## config.mk

```make
export PLATFORM = sky130hd
export DESIGN_NAME = word_byte_serializer
export DESIGN_NICKNAME = d
export VERILOG_FILES = /design/src/rtl/word_byte_serializer.sv
export SDC_FILE = /design/constraint.sdc
export NUM_CORES = 1
export LEC_CHECK = 0
export ABC_CLOCK_PERIOD_IN_PS = 3480
export CORE_UTILIZATION = 25
export DETAILED_ROUTE_END_ITERATION = 10
export HOLD_SLACK_MARGIN = 0.15
export PLACE_DENSITY = 0.43
export SLEW_MARGIN = 20
export SYNTH_ARGS = -nofsm -noshare
export SYNTH_HDL_FRONTEND = slang
export SYNTH_SLANG_ARGS = --single-unit
```

## constraint.sdc

```tcl
create_clock -name i_clk -period 3.48 [get_ports i_clk]
set_clock_uncertainty 0.2 [all_clocks]
set_input_delay 0.87 -clock i_clk [delete_from_list [all_inputs] [get_ports i_clk]]
set_output_delay 0.87 -clock i_clk [all_outputs]
set_load 0.02 [all_outputs]
```

## src/rtl/word_byte_serializer.sv

```systemverilog
// ---------------------------------------------------------------------------
// word_byte_serializer
//
// Purpose:
//   Splits a TAM_DATA-bit word into bytes and writes them one per cycle into
//   a downstream TX FIFO.
//   - The byte order is selectable: MSB first or LSB first.
//   - The number of bytes sent from each word is selectable.
//   - Writing pauses for as long as the FIFO reports almost-full.
//
// Ports:
//   i_clk               single clock, rising edge
//   i_reset             synchronous, active-high reset
//   i_palabra           word to serialize
//   i_valid             word request; accepted when i_valid && o_ready
//   i_num_bytes         bytes to send from the word (0 or > N_BYTES = all)
//   i_fifo_full         downstream FIFO almost-full (one slot still free)
//   o_ready             block can accept a word this cycle
//   o_byte              byte written into the FIFO (registered)
//   o_write_fifo_enable one-cycle write strobe per byte (registered)
//   o_done              one-cycle pulse alongside the last byte's strobe
//   o_busy              high while a word is being sent
//
// FSM states:
//   state   | meaning
//   --------+-----------------------------------------------------------
//   ST_IDLE | waiting for a word; o_ready = 1
//   ST_SEND | one byte scheduled per cycle in which the FIFO is not full
// ---------------------------------------------------------------------------
module word_byte_serializer #(
    parameter  int TAM_DATA  = 32,
    parameter  int MSB_FIRST = 1,
    localparam int N_BYTES   = TAM_DATA / 8,
    localparam int CW        = $clog2(N_BYTES + 1)
) (
    input  logic                i_clk,
    input  logic                i_reset,
    input  logic [TAM_DATA-1:0] i_palabra,
    input  logic                i_valid,
    input  logic [CW-1:0]       i_num_bytes,
    input  logic                i_fifo_full,
    output logic                o_ready,
    output logic [7:0]          o_byte,
    output logic                o_write_fifo_enable,
    output logic                o_done,
    output logic                o_busy
);

    localparam logic [CW-1:0] N_BYTES_CW = CW'(N_BYTES);
    localparam logic [CW-1:0] ONE_CW     = CW'(1);

    typedef enum logic [0:0] {
        ST_IDLE = 1'b0,
        ST_SEND = 1'b1
    } state_t;

    state_t               r_state;
    logic [TAM_DATA-1:0]  r_word;
    logic [CW-1:0]        r_count;
    logic [CW-1:0]        r_idx;
    logic [7:0]           r_byte;
    logic                 r_wr;
    logic                 r_done;

    logic [CW-1:0]        w_eff_count;
    logic [7:0]           w_sel_byte;
    logic                 w_last;

    // A count of zero, or any count beyond the word size, means "whole word".
    always_comb begin
        w_eff_count = i_num_bytes;
        if ((i_num_bytes == '0) || (i_num_bytes > N_BYTES_CW)) begin
            w_eff_count = N_BYTES_CW;
        end
    end

    // The byte mux is built as a decode of the index. This keeps every part
    // select constant, whatever value the index register holds.
    always_comb begin
        w_sel_byte = 8'h00;
        for (int k = 0; k < N_BYTES; k++) begin
            if (r_idx == CW'(k)) begin
                if (MSB_FIRST != 0) begin
                    w_sel_byte = r_word[TAM_DATA-1-8*k -: 8];
                end else begin
                    w_sel_byte = r_word[8*k +: 8];
                end
            end
        end
    end

    assign w_last = (r_idx == (r_count - ONE_CW));

    always_ff @(posedge i_clk) begin
        if (i_reset) begin
            r_state <= ST_IDLE;
            r_word  <= '0;
            r_count <= '0;
            r_idx   <= '0;
            r_byte  <= 8'h00;
            r_wr    <= 1'b0;
            r_done  <= 1'b0;
        end else begin
            r_wr   <= 1'b0;
            r_done <= 1'b0;
            case (r_state)
                ST_IDLE: begin
                    if (i_valid) begin
                        r_word  <= i_palabra;
                        r_count <= w_eff_count;
                        r_idx   <= '0;
                        r_state <= ST_SEND;
                    end
                end
                ST_SEND: begin
                    // While the FIFO is full, the index and o_byte are held.
                    if (!i_fifo_full) begin
                        r_byte <= w_sel_byte;
                        r_wr   <= 1'b1;
                        if (w_last) begin
                            // The index is cleared here rather than advanced,
                            // so it never goes past count-1.
                            r_done  <= 1'b1;
                            r_idx   <= '0;
                            r_state <= ST_IDLE;
                        end else begin
                            r_idx <= r_idx + ONE_CW;
                        end
                    end
                end
                default: begin
                    r_state <= ST_IDLE;
                end
            endcase
        end
    end

    assign o_ready             = (r_state == ST_IDLE);
    assign o_busy              = (r_state == ST_SEND);
    assign o_byte              = r_byte;
    assign o_write_fifo_enable = r_wr;
    assign o_done              = r_done;

endmodule

```

* After elaboration in Yosys (flattened, before gate mapping)
Cells that the tools add are included.
Storage, ports and cells: ROM bits 0, output and inout port bits 12, bits of input ports 39, RAM bits 0, memories kept 0, bits in latches 0, bits in registers 49
Cells by class: magnitude comparators 1, mux-type cells 15, shifts and indexed selects 0, reduce and logical (&&, ||, !) cells 8, bitwise gates (word level) 2, eq/ne operators 6, multipliers 0, div/mod/pow operators 0, add/subtract/negate cells 2
Operators with widths (number):
- $mux 8 | 4
- $mux 3 | 4
- $eq 3x2->1 const B | 2
- $logic_not 3->1 | 2
- $pmux 3 s2 | 1
- $reduce_and 2->1 | 3
- $mux 1 | 5
- $ne 2x2->1 const B | 2
- $add 3x1->3 const B | 1
- $eq 3x1->1 const B | 1
- $eq 3x3->1 | 1
- $gt 3x3->1 const B | 1
- $reduce_or 3->1 | 1
- $sub 3x1->3 const B | 1
- $not 1->1 | 2
- $pmux 1 s2 | 1
- $reduce_or 2->1 | 1
- $logic_or 1x1->1 | 1

* Longest topological paths before layout
Gate-level depths: netlist of run 1.
word-level depth 5, mapped depth 7, depth with buffers taken out 5

* Worst setup path before layout of run 1
OpenSTA, ideal clock, no wires.
path type in2reg, start in i_num_bytes[0], end reg r_count[1], data arrival time 1662 ps, path slack 1548 ps, buffers on the path 0, stages on the path 4, required time 3210 ps, cells stage by stage or2_2 ha_1 nand3b_1 a21oi_1
On the way: longest elaborated chain between the ends 3, elaborated cells on any way between the ends 4, classes of those cells order compare: 1; mux: 1; reduce/logical: 2
RTL lines:
- start: declaration | line 40 | input logic [CW-1:0] i_num_bytes,
- $gt 3x3->1 or $logic_not 3->1 (tied branches) | line 72 | if ((i_num_bytes == '0) || (i_num_bytes > N_BYTES_CW)) begin
- $logic_or 1x1->1 (*) | line 72
- $mux 3 (*) | line 72
- end signal: assignment | line 110 | r_count <= w_eff_count;
- end: declaration | line 59 | logic [CW-1:0] r_count;
Mark *: on every way between the ends. The rest lies on a longest branch, timed or not. A chain may end at the register's enable or synchronous reset.

* Worst setup path after layout of run 1
start reg r_state, in the netlist o_busy, end out o_ready
On the way: longest elaborated chain between the ends 1
RTL lines:
- start: declaration | line 57 | state_t r_state;
- start signal: assignment | line 96 | r_state <= ST_IDLE;
- start signal: assignment | line 112 | r_state <= ST_SEND;
- start signal: assignment | line 125 | r_state <= ST_IDLE;
- $not 1->1 (no line)
- end: declaration | line 42 | output logic o_ready,
No other way between the ends.

==> run_results.csv, run 1 <==
group,metric,value,unit
outcome,status,"finished, final reports clean",
route,antenna_left,0,
placement,place_inst,404,
route,wl_per_cell,12.7,um
grt,grt_pass1_wl,8580,um
cts,cts-resized-gates,0,
synthesis,synth_top_area_share,0.457,
timing,fin_crit_sh,0.706,
floorplanning,initial_core_util,0.260,
layout,seq_area,981,sq um
route,drt-total-wl,5230,um
cts,htreeDepth,2,
layout,multi_input_area,1040,sq um
layout,final_core_util,0.341,
timing,tightest_slew,0.655,ns
synthesis,seq_area_frac_synth,0.457,
floorplanning,io_pins,51,
setup_path,setup.worst_path.end_class,"primary output",
pwr,leakage,1.02,nW
setup_path,critical_path_arrival,1.39,ns
setup_path,start_kind,"flop",
pwr,ir_drop,170,uV
cts,cts.clk_slew.worst_paths,0.09,ns
floorplanning,die_h,94.6,um
grt,antenna_found_initial,0,
cts,cts_sinks,49,
route,vias,1842,
pwr,power_density,410,nW/um^2
route,vias_per_cell,4.48,
layout,nNetsFinal,352,
floorplanning,fp.dieArea,8960,sq um
cts,clockBufferDepth,2,
layout,drive_gt1_frac,0.0556,
layout,diodes,0,
placement,dpl.hpwl,3730,um
timing,setup_ws,1.02,ns
cts,cts_tree,"built",
setup_path,crit_required,2.41,ns
route,dr.pass1.iters,4,
cts,cts_hold_buf,0,
placement,gp_congestion,0.699,
synthesis,postSynth.asyncResetShare,0,
synthesis,syn_area,2150,sq um
layout,final_cell_mix,"nand2_1 (90), clkdlybuf4s50_1 (50), dfxtp_1 (49), a21oi_1 (34), a32o_1 (10)",
floorplanning,rows,33,
synthesis,yosysUniqueCellTypes,29,
layout,fin_cells,411,
timing,maxSlewHeadroom,0.563,
synthesis,synth.avg_cell_area,8.19,sq um
floorplanning,core-area,8260,sq um
synthesis,synth.area.top_cells,"dfxtp_1 (46%), nand2_1 (16%), a21oi_1 (7.9%), a32o_1 (4.7%), ha_1 (4.1%)",
synthesis,ys_seq_elements,49,
floorplanning,die_w,94.6,um
cts,cts_setup_buffers,0,
timing,finalSetupViolations,0,
timing,hold_viol,0,
hold_path,hold_class,"flop to flop",
job,cap_violations,0,
route,post-route-drc-count,0,
route,drt_iter0_markers,67,
layout,num-fill-cells,901,
synthesis,ys_warn_count,0,
placement,portBuffers,50,
synthesis,synth_top_cell_by_area,"dfxtp_1",
layout,area_growth,31.2,%
synthesis,syn-num-nets,308,
timing,fmax,407,MHz
cts,clock_latency,0.30,ns
setup_path,crit_path_max_fanout,7,
synthesis,synth_ff_type,"dfxtp_1",
layout,mostFrequentLayoutCell,"nand2_1",
grt,grt_usage,0.125,
timing,maxSlewViolCount,0,
placement,dp_slack,0.892,ns
setup_path,critical_path_class,"flop to primary output",
cts,root_buffer,"clkbuf_8",
timing,period_minus_slack,2.46,ns
cts,numCtsBuffers,5,
synthesis,netlist_instances,262,
grt,grt_max_degree,38,
synthesis,synth-edff-count,0,
grt,grt_overflow_total,0,
timing,rsz0062_at_grt,"false",
timing,finalSetupTns,0,ns
grt,grt_pass1_vias,1781,
==> state kept, by name, summed over array words and instances (netlist names) <==
name                 count
o_byte                   8
r_word                  32
r_count                  3
o_done                   1
o_write_fifo_enable      1
o_busy                   1
r_idx                    3
==> per-stage QoR <==
step,hold slack [ns],instance area (sq um),total power [mW]
floorplan,0.232,2150,0.701
global placement,0.242,2710,0.775
detailed placement,0.247,2710,0.775
CTS,0.260,2820,1.18
global route,0.280,2820,1.22
finish,0.259,2820,1.16
==> area by class of cell <==
cell class / count / area share
Sequential cell: 49 / 0.348
Multi-Input combinational cell: 188 / 0.369
Clock inverter: 2 / 0.0124
Inverter: 8 / 0.0107
Timing Repair Buffer: 54 / 0.188
Clock buffer: 5 / 0.0244
Tap cell: 105 / 0.0467
==> worst paths after layout <==
check	start	endpoint	slack [ns]	cells past startpoint
worst max-delay path	o_busy	o_ready	1.02	2
worst min-delay path	r_word[9]	r_word[9]	0.26	2
worst max register to register	r_idx[1]	o_byte[0]	1.45	5
worst min register to register	r_word[9]	r_word[9]	0.26	2
==> logic make-up (layout without fill, tap and decap cells) <==
group / after synthesis / after routing / share of synthesized area
AND/OR/NAND/NOR: 114 / 114 / 0.232
AO/OA/AOI/OAI: 64 / 64 / 0.191
flip-flops: 49 / 49 / 0.457
buffers and inverters: 25 / 69 / 0.0601
adder cells (fa/ha/maj): 7 / 7 / 0.0408
XOR/XNOR: 3 / 3 / 0.0187
==> Yosys cell counts (2+ instances only) <==
| cell | count |
|---|---|
| nand2_1 | 90 |
| dfxtp_1 | 49 |
| a21oi_1 | 34 |
| a32o_1 | 10 |
| nor2b_1 | 10 |
| buf_2 | 9 |
| inv_1 | 8 |
| o211ai_1 | 8 |
| o21ai_0 | 8 |
| ha_1 | 7 |
| buf_4 | 6 |
| nor2_1 | 4 |
| nor4_1 | 2 |
| xor2_1 | 2 |
==> critical path: stages (launching register included) <==
cell and delay [ns]:
dfxtp_1 0.37, inv_1 0.11, clkdlybuf4s50_1 0.61
==> per-layer routing <==
layer | vias up | part of all wire | track usage
met3 | 8 | 0.036 | 0.0242
li1 | 961 | - | -
met2 | 30 | 0.47 | 0.212
met5 | - | 0 | 0
met4 | 0 | 0.012 | 0.0417
met1 | 843 | 0.48 | 0.158
==> power by group <==
group | total [mW] | leakage (nW) | switching [mW] | internal (mW)
Clock | 0.398 | 0.0540 | 0.189 | 0.209
Combinational | 0.155 | 0.567 | 0.0747 | 0.0803
Sequential | 0.603 | 0.401 | 0.0154 | 0.587
Total | 1.16 | 1.02 | 0.279 | 0.877
Power figures use the tool's default switching activity.
==> run 2, diff against run 1 <==
ABC_CLOCK_PERIOD_IN_PS = 2200   (was 3480)
PLACE_DENSITY = 0.44   (was 0.43)
clock period = 2.2 ns   (was 3.48 ns; I/O delays follow)
==> run 2 against run 1 <==
Against the previous run: clock power is 89% higher; sequential share of layout area fell by 0.91 points; core utilization rose by 0.95 points; critical path type unchanged; total power grew 70%.
==> run_results.csv, run 2 (synthesis results as in run 1) <==
group,metric,value,unit
outcome,status,"finished, final reports clean",
floorplanning,die_w,94.6,um
layout,regMostFlops,"r_word",
hold_path,hold_class,"flop to flop",
layout,drive_gt1_frac,0.0710,
layout,mostFrequentLayoutCell,"nand2_1",
layout,postLayoutCellArea,2890,sq um
setup_path,start_kind,"flop",
layout,largest_register_ffs,32,
timing,rsz0062_at_grt,"false",
pwr,power_frac_seq,0.486,
cts,cts_setup_buffers,0,
route,antenna_left,0,
pwr,power.switching,0.445,mW
cts,clockBufferDepth,2,
route,drt_iter0_markers,64,
floorplanning,initial_core_util,0.260,
placement,dpl.hpwl,3740,um
setup_path,crit_path_max_fanout,7,
pwr,p_comb_frac,0.131,
timing,fin_crit_sh,0.959,
route,wl_per_cell,12.4,um
cts,cts.clk_slew.worst_paths,0.09,ns
layout,final_cell_mix,"nand2_1 (90), clkdlybuf4s50_1 (50), dfxtp_1 (48), a21oi_1 (34), a32o_1 (10)",
placement,portBuffers,50,
grt,grt_usage,0.122,
pwr,p_sw_frac,0.227,
floorplanning,core-area,8260,sq um
floorplanning,rows,33,
floorplanning,die_h,94.6,um
timing,hold-worst-slack,0.259,ns
pwr,pwr-share-clk,0.384,
cts,cts-resized-gates,0,
timing,finalSetupTns,0,ns
cts,htreeDepth,2,
route,vias_per_cell,4.47,
setup_path,critical_path_arrival,1.36,ns
cts,root_buffer,"clkbuf_8",
timing,hold_viol,0,
route,vias,1857,
setup_path,setup.worst_path.end_class,"primary output",
route,post-route-drc-count,0,
cts,numCtsBuffers,5,
grt,grt_pass1_wl,8570,um
timing,finalSetupViolations,0,
timing,fmax,474,MHz
grt,grt_pass1_vias,1795,
placement,placed_area,2760,sq um
pwr,ir_drop,303,uV
route,drt-total-wl,5160,um
setup_path,critical_path_class,"flop to primary output",
layout,area_growth,34.9,%
timing,maxSlewHeadroom,0.567,
timing,period_minus_slack,2.11,ns
grt,grt_max_degree,39,
setup_path,crit_required,1.45,ns
grt,grt_overflow_total,0,
timing,maxSlewViolCount,0,
floorplanning,fp.dieArea,8960,sq um
layout,nNetsFinal,355,
job,cap_violations,0,
pwr,intPower,1.52,mW
pwr,leakage,1.06,nW
cts,cts_tree,"built",
cts,cts_hold_buf,0,
floorplanning,io_pins,51,
timing,tightest_slew,0.650,ns
cts,cts_sinks,49,
route,dr.pass1.iters,4,
placement,gp_congestion,0.703,
grt,antenna_found_initial,0,
layout,diodes,0,
cts,clock_latency,0.29,ns
pwr,power_density,678,nW/um^2
run 2: final cells by class:
cell class              instances  area [sq um]
fillers                       910          5360
clock buffers                   5          68.8
well taps                     105           131
flip-flops and latches         49           982
clock inverters                 3          65.1
repair buffers                 57           578
inverters                       8          30.0
multi-input cells             188          1040
run 2: critical path, cell delays in order, from the launching register on:
cell and delay (ns):
dfxtp_2 0.36, inv_1 0.10, clkdlybuf4s50_1 0.61
run 2: path summary, 6_finish.rpt:
| kind | from | to | slack (ns) | depth (start not counted) |
|---|---|---|---|---|
| max | o_busy | o_ready | 0.09 | 2 |
| min | r_word[20] | r_word[20] | 0.26 | 2 |
| max reg2reg | r_idx[0] | o_byte[6] | 0.27 | 5 |
| min reg2reg | r_word[20] | r_word[20] | 0.26 | 2 |
run 2: metal layers:
layer  GRT usage  part of all wire  routed length, um
met1       0.156              0.47               2430
met2       0.209              0.48               2490
met3      0.0258             0.039                199
met4      0.0303            0.0066                 34
met5           0                 0                  0
run 2: power groups by stage:
| stage | sequential (mW) | combinational (mW) | clock (mW) |
|---|---|---|---|
| after floorplan | 0.974 | 0.135 | 0 |
| after global placement | 0.974 | 0.260 | 0 |
| after detailed placement | 0.974 | 0.262 | 0 |
| after CTS | 0.953 | 0.263 | 0.781 |
| after global routing | 0.960 | 0.286 | 0.823 |
| final | 0.953 | 0.257 | 0.753 |
run 2: stage by stage:
stage | cells | total power [mW] | util | setup slack, ns
finish | 415 | 1.96 | 0.350 | 0.0904
global route | 415 | 2.07 | 0.350 | 0.0395
CTS | 415 | 2.00 | 0.350 | 0.0187
detailed placement | 407 | 1.24 | 0.334 | 0.0310
global placement | 407 | 1.23 | 0.334 | 0.0612
floorplan | 262 | 1.11 | - | 0.527
==> run 3, diff against run 2 <==
==> constraint.sdc (replaced) <==
create_clock -name i_clk -period 2.2 [get_ports i_clk]
set_clock_uncertainty 0.2 [all_clocks]
set_input_delay 0.33 -clock i_clk [delete_from_list [all_inputs] [get_ports i_clk]]
set_output_delay 0.33 -clock i_clk [all_outputs]
set_load 0.02 [all_outputs]
==> run 3 against run 2 <==
Against the previous run: core utilization fell by 0.88 points; final cell count fell by 0.72%; register-to-register slack barely moved; clock power fell by 28%; die area did not move; total power fell by 11%; sequential share of layout area rose by 0.83 points; critical path depth did not move; combinational power fell by 3%; critical endpoint unchanged; largest power group unchanged.
==> run_results.csv, run 3 (synthesis results as in run 1) <==
group,metric,value,unit
outcome,status,"finished, final reports clean",
setup_path,r2r_end,"o_byte[2]",
setup_path,setup.worst_path.end_class,"primary output",
setup_path,start_kind,"flop",
timing,finalSetupViolations,0,
pwr,power_density,619,nW/um^2
timing,fmax,518,MHz
layout,drive_gt1_frac,0.0586,
setup_path,critical_path_class,"flop to primary output",
hold_path,hold_class,"flop to flop",
layout,nNetsFinal,353,
cts,htreeDepth,2,
grt,grt_overflow_total,0,
placement,dpl.hpwl,3800,um
setup_path,cpLargestDelayFamily,"buffers and inverters",
hold_path,holdPathEnd,"r_word[10]",
pwr,leakage,1.02,nW
timing,period_minus_slack,1.93,ns
route,wl_per_cell,12.7,um
timing,maxSlewHeadroom,0.597,
grt,grt_pass1_vias,1838,
setup_path,r2r_slack,0.28,ns
layout,final_core_util,0.342,
route,vias,1858,
hold_path,whs_path_depth,2,
setup_path,critPathSlowestCell,"clkdlybuf4s50_1",
grt,grt_usage,0.123,
cts,cts_tree,"built",
floorplanning,core-area,8260,sq um
floorplanning,rows,33,
layout,mostFrequentLayoutCell,"nand2_1",
grt,grt_max_degree,39,
placement,portBuffers,50,
setup_path,cp.buffers_inverters,2,
layout,regMostFlops,"r_word",
grt,grt_pass1_wl,8570,um
timing,tightest_slew,0.602,ns
cts,cts-resized-gates,0,
setup_path,r2r_start,"r_idx[1]",
setup_path,critical_path_arrival,1.40,ns
timing,finalSetupTns,0,ns
setup_path,crit_chain,"inv_1, clkdlybuf4s50_1",
timing,setup_ws,0.268,ns
cts,root_buffer,"clkbuf_8",
cts,clockBufferDepth,2,
cts,cts_hold_buf,0,
floorplanning,fp.dieArea,8960,sq um
setup_path,crit_path_max_fanout,7,
route,post-route-drc-count,0,
setup_path,slowest_delay,0.55,ns
timing,maxSlewViolCount,0,
route,vias_per_cell,4.51,
setup_path,rr_worst_depth,5,
floorplanning,io_pins,51,
route,dr.pass1.iters,4,
cts,cts.clk_slew.worst_paths,0.09,ns
job,cap_violations,0,
floorplanning,die_h,94.6,um
setup_path,crit_required,1.67,ns
cts,cts_sinks,49,
floorplanning,initial_core_util,0.260,
timing,fin_crit_sh,0.878,
timing,hold_viol,0,
layout,final_cell_mix,"nand2_1 (90), clkdlybuf4s50_1 (50), dfxtp_1 (49), a21oi_1 (34), a32o_1 (10)",
pwr,ir_drop,222,uV
floorplanning,die_w,94.6,um
layout,area_growth,31.5,%
cts,numCtsBuffers,5,
grt,antenna_found_initial,0,
placement,gp_congestion,0.755,
placement,dp_slack,0.250,ns
route,drt_iter0_markers,77,
route,antenna_left,0,
cts,cts_setup_buffers,0,
layout,diodes,0,
hold_path,worst_hold_startpoint,"r_word[10]",
layout,largest_register_ffs,32,
timing,rsz0062_at_grt,"false",
route,drt-total-wl,5240,um
cts,clock_latency,0.29,ns
[run 3: changes by cell type in the layout (fill, tap and decap cells not counted), sizes merged]
cell,change
buf,-2
bufinv,-2
clkbuf,+1
clkinv,-1
clkinvlp,+1
[run 3: worst max path at each step]
stage                     start         to  slack [ns]  depth (start not counted)
floorplan              r_idx[0]  o_byte[6]        0.53                          7
global placement    i_fifo_full  o_byte[3]        0.23                          4
detailed placement     r_idx[1]  o_byte[2]        0.25                          5
CTS                    r_idx[1]  o_byte[2]        0.25                          5
global route           r_idx[1]  o_byte[0]        0.11                          5
finish                   o_busy    o_ready        0.27                          2
[run 3: final cells by class]
cell class	instances	area (sq um)
timing repair buffer	55	551
sequential	49	981
multi-input combinational	188	1040
tap	105	131
fill	900	5440
inverter	8	30.0
clock buffer	6	82.6
clock inverter	1	7.51
[run 3: worst register-to-register path, stage by stage, from the launching register on]
cell and delay [ns]:
dfxtp_1 0.36, ha_1 0.20, ha_1 0.38, nor2_4 0.29, o211ai_1 0.13, a32o_1 0.28
[run 3: through the flow]
stage / instances / hold slack [ns] / power, mW / area (sq um)
final: 412 / 0.259 / 1.75 / 2820
after global routing: 412 / 0.286 / 1.84 / 2820
after CTS: 412 / 0.260 / 1.77 / 2820
after detailed placement: 405 / 0.249 / 1.23 / 2730
after global placement: 405 / 0.244 / 1.23 / 2730
after floorplan: 262 / 0.209 / 1.11 / 2150
[run 3: per-layer routing]
layer	wire length, um	share of wire	up-vias	track usage
met3	178	0.034	4	0.0233
met1	2530	0.48	860	0.159
li1	-	-	963	-
met4	44	0.0084	0	0.0303
met5	0	0	-	0
met2	2480	0.47	31	0.209
[run 3: power by group]
group / leakage, nW / internal [mW] / total, mW / switching, mW
clock network: 0.0433 / 0.249 / 0.543 / 0.293
registers: 0.401 / 0.929 / 0.955 / 0.0257
logic: 0.576 / 0.131 / 0.250 / 0.119
